`src/rtl/compn_ctrl_if.sv`:
```
`default_nettype none
// ============================================================================
//  Module      : compn_ctrl_if
//  Description : Comparator data/enable/done bus between the compare
//                initiator (master) and the comparator unit (slave).
//  Revision    : 1.0 - initial release
// ============================================================================
interface compn_ctrl_if;
    logic [7:0] data_out;    // {A,B} operands towards the comparator
    logic       enable_out;  // comparator enable
    logic [3:0] ab_in;       // comparator result
    logic       done_in;     // comparator done, asynchronous to the initiator clock

    modport master (
        output data_out,
        output enable_out,
        input  ab_in,
        input  done_in
    );

    modport slave (
        input  data_out,
        input  enable_out,
        output ab_in,
        output done_in
    );
endinterface
`default_nettype wire

```
`src/rtl/compn_ctrl.sv`:
```
`default_nettype none
// ============================================================================
//  Module      : compn_ctrl
//  Description : Initiator side of the comparator enable/done handshake.
//                Latches {A,B} on a request, raises enable one cycle later,
//                waits for the synchronised done, captures ab, drops enable,
//                waits for done to clear and then pulses result_valid.
//                Optional handshake watchdog: define COMPN_CTRL_TIMEOUT_EN.
//  Revision    : 1.0 - initial release
// ============================================================================
module compn_ctrl #(
    parameter int INPUTSIZE      = 4,
    parameter int TIMEOUT_CYCLES = 16
) (
    input  wire logic                 clk,
    input  wire logic                 rst,
    input  wire logic                 start,
    input  wire logic [INPUTSIZE-1:0] a_in,
    input  wire logic [INPUTSIZE-1:0] b_in,
    output logic                      busy,
    output logic                      result_valid,
    output logic [3:0]                result,
    output logic                      timeout_err,
    compn_ctrl_if.master              cmp
);

    // The comparator bus is a fixed 8-bit {A,B} pack; reject other shapes early.
    if (INPUTSIZE != 4 || TIMEOUT_CYCLES < 1 || TIMEOUT_CYCLES > 256) begin : g_param_check
        $error("compn_ctrl: unsupported INPUTSIZE/TIMEOUT_CYCLES");
    end

    typedef enum logic [1:0] {
        S_IDLE    = 2'd0,
        S_SETUP   = 2'd1,
        S_STROBE  = 2'd2,
        S_RELEASE = 2'd3
    } state_t;

    state_t     r_state;
    state_t     w_state_nxt;
    logic       r_sync1;
    logic       r_done_s;
    logic [7:0] r_data_out;
    logic       r_enable;
    logic [3:0] r_result;
    logic       r_valid;
    logic       w_load;
    logic       w_capture;
    logic       w_enable_nxt;
    logic       w_valid_nxt;
    logic       w_cnt_clr;

`ifdef COMPN_CTRL_TIMEOUT_EN
    logic [7:0] r_wait_cnt;
    logic       r_timeout;
    logic       w_timeout_nxt;
    logic       w_expired;

    assign w_expired = (r_wait_cnt == 8'(TIMEOUT_CYCLES - 1));

    // Wait counter: restarts on entry to STROBE/RELEASE, counts while waiting there.
    always_ff @(posedge clk) begin
        if (rst) begin
            r_wait_cnt <= 8'd0;
        end else if (w_cnt_clr) begin
            r_wait_cnt <= 8'd0;
        end else if (r_state == S_STROBE || r_state == S_RELEASE) begin
            r_wait_cnt <= r_wait_cnt + 8'd1;
        end
    end

    // Abort pulse register.
    always_ff @(posedge clk) begin
        if (rst) begin
            r_timeout <= 1'b0;
        end else begin
            r_timeout <= w_timeout_nxt;
        end
    end

    assign timeout_err = r_timeout;
`else
    assign timeout_err = 1'b0;
`endif

    // done_in crosses from the comparator domain; two flops before any use.
    always_ff @(posedge clk) begin
        if (rst) begin
            r_sync1  <= 1'b0;
            r_done_s <= 1'b0;
        end else begin
            r_sync1  <= cmp.done_in;
            r_done_s <= r_sync1;
        end
    end

    // State register.
    always_ff @(posedge clk) begin
        if (rst) begin
            r_state <= S_IDLE;
        end else begin
            r_state <= w_state_nxt;
        end
    end

    // Next state and next values of the registered handshake outputs.
    always_comb begin
        w_state_nxt  = r_state;
        w_load       = 1'b0;
        w_capture    = 1'b0;
        w_enable_nxt = 1'b0;
        w_valid_nxt  = 1'b0;
        w_cnt_clr    = 1'b0;
`ifdef COMPN_CTRL_TIMEOUT_EN
        w_timeout_nxt = 1'b0;
`endif
        case (r_state)
            S_IDLE: begin
                if (start) begin
                    w_load      = 1'b1;
                    w_state_nxt = S_SETUP;
                end
            end
            S_SETUP: begin
                // Data has been stable for a full cycle; enable rises now.
                w_enable_nxt = 1'b1;
                w_cnt_clr    = 1'b1;
                w_state_nxt  = S_STROBE;
            end
            S_STROBE: begin
                if (r_done_s) begin
                    w_capture   = 1'b1;
                    w_cnt_clr   = 1'b1;
                    w_state_nxt = S_RELEASE;
`ifdef COMPN_CTRL_TIMEOUT_EN
                end else if (w_expired) begin
                    w_timeout_nxt = 1'b1;
                    w_state_nxt   = S_IDLE;
`endif
                end else begin
                    w_enable_nxt = 1'b1;
                end
            end
            S_RELEASE: begin
                if (!r_done_s) begin
                    w_valid_nxt = 1'b1;
                    w_state_nxt = S_IDLE;
`ifdef COMPN_CTRL_TIMEOUT_EN
                end else if (w_expired) begin
                    w_timeout_nxt = 1'b1;
                    w_state_nxt   = S_IDLE;
`endif
                end
            end
            default: begin
                w_state_nxt = S_IDLE;
            end
        endcase
    end

    // Output registers: operand pack, result capture, enable and valid pulse.
    always_ff @(posedge clk) begin
        if (rst) begin
            r_data_out <= 8'd0;
            r_result   <= 4'd0;
            r_enable   <= 1'b0;
            r_valid    <= 1'b0;
        end else begin
            if (w_load) begin
                r_data_out <= {a_in, b_in};
            end
            if (w_capture) begin
                r_result <= cmp.ab_in;
            end
            r_enable <= w_enable_nxt;
            r_valid  <= w_valid_nxt;
        end
    end

    assign busy           = (r_state != S_IDLE);
    assign result_valid   = r_valid;
    assign result         = r_result;
    assign cmp.data_out   = r_data_out;
    assign cmp.enable_out = r_enable;

endmodule
`default_nettype wire

```
`src/flat_wrapper.sv`:
```
// flat-port wrapper written by rule: the top's interface ports become plain ports
module compn_ctrl_flat 
#(
    parameter int INPUTSIZE      = 4,
    parameter int TIMEOUT_CYCLES = 16
)
  (clk, rst, start, a_in, b_in, busy, result_valid, result, timeout_err, cmp_data_out, cmp_enable_out, cmp_ab_in, cmp_done_in);
  compn_ctrl_if cmp_i ();
  input  wire logic clk;
  input  wire logic rst;
  input  wire logic start;
  input  wire logic [INPUTSIZE-1:0] a_in;
  input  wire logic [INPUTSIZE-1:0] b_in;
  output logic busy;
  output logic result_valid;
  output logic [3:0] result;
  output logic timeout_err;
  output wire logic [$bits(cmp_i.data_out)-1:0] cmp_data_out;
  output wire logic [$bits(cmp_i.enable_out)-1:0] cmp_enable_out;
  input wire logic [$bits(cmp_i.ab_in)-1:0] cmp_ab_in;
  input wire logic [$bits(cmp_i.done_in)-1:0] cmp_done_in;
  assign cmp_data_out = cmp_i.data_out;
  assign cmp_enable_out = cmp_i.enable_out;
  assign cmp_i.ab_in = cmp_ab_in;
  assign cmp_i.done_in = cmp_done_in;
  compn_ctrl #(.INPUTSIZE(INPUTSIZE), .TIMEOUT_CYCLES(TIMEOUT_CYCLES)) u_core (.clk(clk), .rst(rst), .start(start), .a_in(a_in), .b_in(b_in), .busy(busy), .result_valid(result_valid), .result(result), .timeout_err(timeout_err), .cmp(cmp_i));
endmodule
```
`config.mk`:
```
export PLATFORM = sky130hd
export DESIGN_NAME = compn_ctrl_flat
export DESIGN_NICKNAME = d
export VERILOG_FILES = /design/src/rtl/compn_ctrl_if.sv /design/src/rtl/compn_ctrl.sv /design/src/flat_wrapper.sv
export SDC_FILE = /design/constraint.sdc
export NUM_CORES = 1
export LEC_CHECK = 0
export BUFFER_PORTS_ARGS = -buffer_cell sky130_fd_sc_hd__buf_2
export CORE_MARGIN = 5
export CORE_UTILIZATION = 25
export CTS_CLUSTER_DIAMETER = 40
export DETAILED_ROUTE_END_ITERATION = 12
export PLACE_DENSITY_LB_ADDON = 0.3
export SYNTH_ARGS = -nofsm -noshare
export SYNTH_HDL_FRONTEND = slang
export SYNTH_SLANG_ARGS = --single-unit
```
`constraint.sdc`:
```
create_clock -name clk -period 2.3 [get_ports clk]
set_clock_uncertainty 0.1 [all_clocks]
set_input_delay 0.115 -clock clk [delete_from_list [all_inputs] [get_ports clk]]
set_output_delay 0.115 -clock clk [all_outputs]
set_load 0.1 [all_outputs]
```
---- Word-level counts from Yosys, hierarchy flattened ----
Index checks and enable logic that the tools add are counted.
storage, ports and cells
  RAM bits ................................ 0
  ROM bits ................................ 0
  output and inout port bits .............. 16
  latch bits .............................. 0
  bits of input ports ..................... 16
  register bits after elaboration ......... 18
  memories kept ........................... 0
  logic and storage cells ................. 28
cells by class
  equality and inequality tests ........... 6
  div/mod/pow operators ................... 0
  multiplexer cells ....................... 10
  add/sub/neg operators ................... 0
  reductions and logical operators ........ 4
  bitwise logic cells ..................... 1
  multipliers ............................. 0
  shifts and indexed selects .............. 0
  order comparisons ....................... 0
operators with widths
  cell                                                    number
  case mux 2 bit (4 select lines)                         1
  two-way mux 2 bit                                       3
  two-way mux 1 bit                                       5
  == test 2 bit (second input constant)                   2
  inequality test 2 bit (second input constant)           2
  AND reduction 3 bit                                     1
  == test 2 x 1 -> 1 bit (second input constant)          1
  logical NOT 2 bit                                       1
  inequality test 2 x 1 -> 1 bit (second input constant)  1
  case mux 1 bit (2 select lines)                         1
  nonzero test 2 bit                                      1
  OR reduction 2 bit                                      1
  NOT 1 bit                                               1

---- Logic depth before layout (Yosys ltp) ----
  depth in word-level cells ............... 3
  depth in mapped cells ................... 5
  depth with buffers taken out ............ 5

---- Least setup slack after synthesis ----
OpenSTA, ideal clock, no wires.
  path kind ............................... flip-flop to output port
  from .................................... register u_core.r_state[0]
  to ...................................... output port busy
  slack ................................... 0.638 ns
  cell stages (with the launch flop) ...... 5
  data arrival time ....................... 1.447 ns
  path through ............................ dfxtp_1 -> inv_1 -> ha_1 -> clkbuf_1 -> inv_1
on the way
  longest elaborated chain between the ends .. 1
RTL lines
  item                    line                text
  start, declared         compn_ctrl.sv:39    state_t r_state;
  start signal, assigned  compn_ctrl.sv:102   r_state <= w_state_nxt;
  nonzero test 2 bit      compn_ctrl.sv:180   assign busy = (r_state != S_IDLE);
  end, declared           flat_wrapper.sv:14  output logic busy;
Every way passes these cells.

---- Worst setup path in the final report ----
Ends and elaborated chain as after synthesis.

==> results.yml <==
synthesis:
  syn-mean-instance-area_um2: 8.76
  ys_top_cells_by_area: "dfxtp_1 (48%), ha_1 (8.4%), a21oi_1 (8.1%)"
  ys_ff_latch: 18
  synth_ff_type: "dfxtp_1"
  yosysTopAreaCell: "dfxtp_1"
  yosys_warnings: 0
  syn-instance-count: 85
  async_flop_share_pct: 0
  synth_edf_count: 0
  syn_nets: 106
  synth.top_cell.area_share_pct: 48.4
  synth_common_cells: "dfxtp_1 (18), nand2_1 (14), a21oi_1 (12), nand3_1 (12), ha_1 (5)"
  synth_most_common_cell: "dfxtp_1"
  synth_seq_area_share_pct: 48.4
  synthesis.area_um2: 744
  netlist-cell-type-count: 20
timing:
  fin_setup_tns_ps: 0
  max_freq_ghz: 0.539
  min_period_over_period_pct: 80.6
  rsz0062_at_grt: "false"
  setup_violations: 0
  layout_min_cycle_time_ps: 1850
  finalHoldViolCount: 0
  slew_violations: 0
power_and_ir_drop:
  ir_drop_mv: 0.434
  p_total_w: 0.00111
  pwr_density_cell_mw_per_mm2: 1060
  power_leakage_nw: 0.482
route:
  routed_wirelength_um: 1800
  drt_iter0_markers: 31
  via_per_inst: 4.48
  first_pass_iters: 5
  ant_nets: 0
  wl_per_cell_um: 11.5
  drc: 0
  vias: 699
cells_and_area:
  postLayoutCellArea_mm2: 0.00105
  antennaDiodeCount: 0
  multiInputGateArea_um2: 332
  layout-drive-gt1-share_pct: 28.0
  fin_nets: 148
  ff_latch_area_um2: 360
  synthToLayoutAreaGrowth_pct: 40.8
  nFillCells: 303
grt:
  grtUsageTotal_pct: 9.12
  grt_pass1_wl_um: 2990
  grt_max_degree: 19
  grt_pass1_vias: 673
  antenna_found_initial: 0
  grt.overflow.total: 0
worst_setup_path:
  cp-start-kind: "register"
  critPathCaptureType: "output port"
  arrival_ps: 1640
  path_max_fanout: 12
  path_class: "register to output port"
  worstPathRequired_ps: 2090
place:
  dp_hpwl_um: 1280
  place_congestion: 0.746
  placed_cell_area_um2: 896
  port_buffers: 30
min_path:
  hold_path_class: "input port to register"
cts:
  post-cts-setup-buffers: 0
  path_clk_slew_ps: 90
  cts.htree.levels: 1
  numCtsBuffers: 3
  clock-sinks: 18
  ctsResizeCount: 0
  worstSkewPairLatency_ps: 280
  cts_tree: "done"
  root_buffer: "clkbuf_4"
  cts_buffer_depth: 2
run:
  drv_cap: 0
floorplan:
  die_area_mm2: 0.00417
  start_util_pct: 26.5
  io_pins: 32
  rows: 19
  fp.dieH_um: 64.6
  core_area_mm2: 0.00281
  fp.dieW_um: 64.6
run_status:
  status: "finished, final reports clean"
==> cells in the final DEF, fill, tap and decap left out <==
cell type | netlist | routed
buf_2 | 0 | 30
dfxtp_1 | 18 | 18
nand2_1 | 14 | 14
dlygate4sd3_1 | 0 | 13
nand3_1 | 12 | 12
a21oi_1 | 12 | 12
ha_1 | 5 | 5
inv_1 | 3 | 3
nor2b_1 | 3 | 3
nor2_1 | 3 | 3
clkbuf_4 | 0 | 3
nand2b_1 | 2 | 2
inv_2 | 1 | 1
a221o_1 | 1 | 1
a22oi_1 | 1 | 1
a221oi_2 | 1 | 1
mux2i_1 | 1 | 1
nor3b_1 | 1 | 1
conb_1 | 1 | 1
==> flip-flops by register name, indices dropped and copies added, names as in the netlist <==
| register | flops |
|---|---|
| u_core.cmp.data_out | 8 |
| u_core.cmp.enable_out | 1 |
| u_core.r_done_s | 1 |
| u_core.r_state | 2 |
| u_core.r_sync1 | 1 |
| u_core.result | 4 |
| u_core.result_valid | 1 |
==> through the flow <==
stage                     util [%]  setup WS (ps)  hold slack, ps  instances
final                         37.4            446            78.3        156
after global routing          37.4            310            69.3        156
after CTS                     37.4            433            66.1        156
after detailed placement      31.9            600             232        140
after global placement        31.9            681             225        140
after floorplan                  -            638             143         85
==> layer usage <==
metal | track usage, % | share of wire (%)
met2 | 14.3 | 47
met5 | 0 | 0
met1 | 10.9 | 44
met4 | 2.37 | 0.44
met3 | 5.01 | 8.8
==> worst paths after layout <==
path | from | to | slack [ps] | cells past startpoint
worst max-delay path | u_core.r_state[0] | busy | 450 | 4
worst min-delay path | start | u_core.cmp.data_out[3] | 80 | 3
worst max register to register | u_core.r_state[0] | u_core.r_state[0] | 600 | 4
worst min register to register | u_core.r_sync1 | u_core.r_done_s | 350 | 1
==> worst max-delay path, stage by stage (launching register included) <==
cell and delay [ps]:
dfxtp_1 370, inv_1 110, ha_1 360, inv_1 90, buf_2 420
==> cells by family after synthesis <==
logic type	count (synthesis)	synth area share [%]
simple gates	35	21.8
flops	18	48.4
compound gates	15	12.4
buf+inv	10	7.06
fa+ha+maj	5	8.40
mux	1	1.34
other cells	1	0.504
==> area by class of cell <==
| cell class | count | area share, % |
|---|---|---|
| Sequential cell | 18 | 34.4 |
| Multi-Input combinational cell | 57 | 31.6 |
| Timing Repair Buffer | 43 | 26.7 |
| Tap cell | 31 | 3.70 |
| Clock buffer | 3 | 2.15 |
| Inverter | 4 | 1.43 |
==> timing repair <==
item	4_1_cts	5_1_grt
hold endpoints to repair	13	0
hold buffers	13	0
setup endpoints to repair	0	0
==> power by group <==
| part | internal [W] | switching, W | total, W | leakage (nW) |
|---|---|---|---|---|
| sequential | 0.000356 | 0.0000264 | 0.000382 | 0.147 |
| combinational | 0.000130 | 0.000451 | 0.000581 | 0.321 |
| clock | 0.0000608 | 0.0000869 | 0.000148 | 0.0138 |
Power figures use the tool's default switching activity.
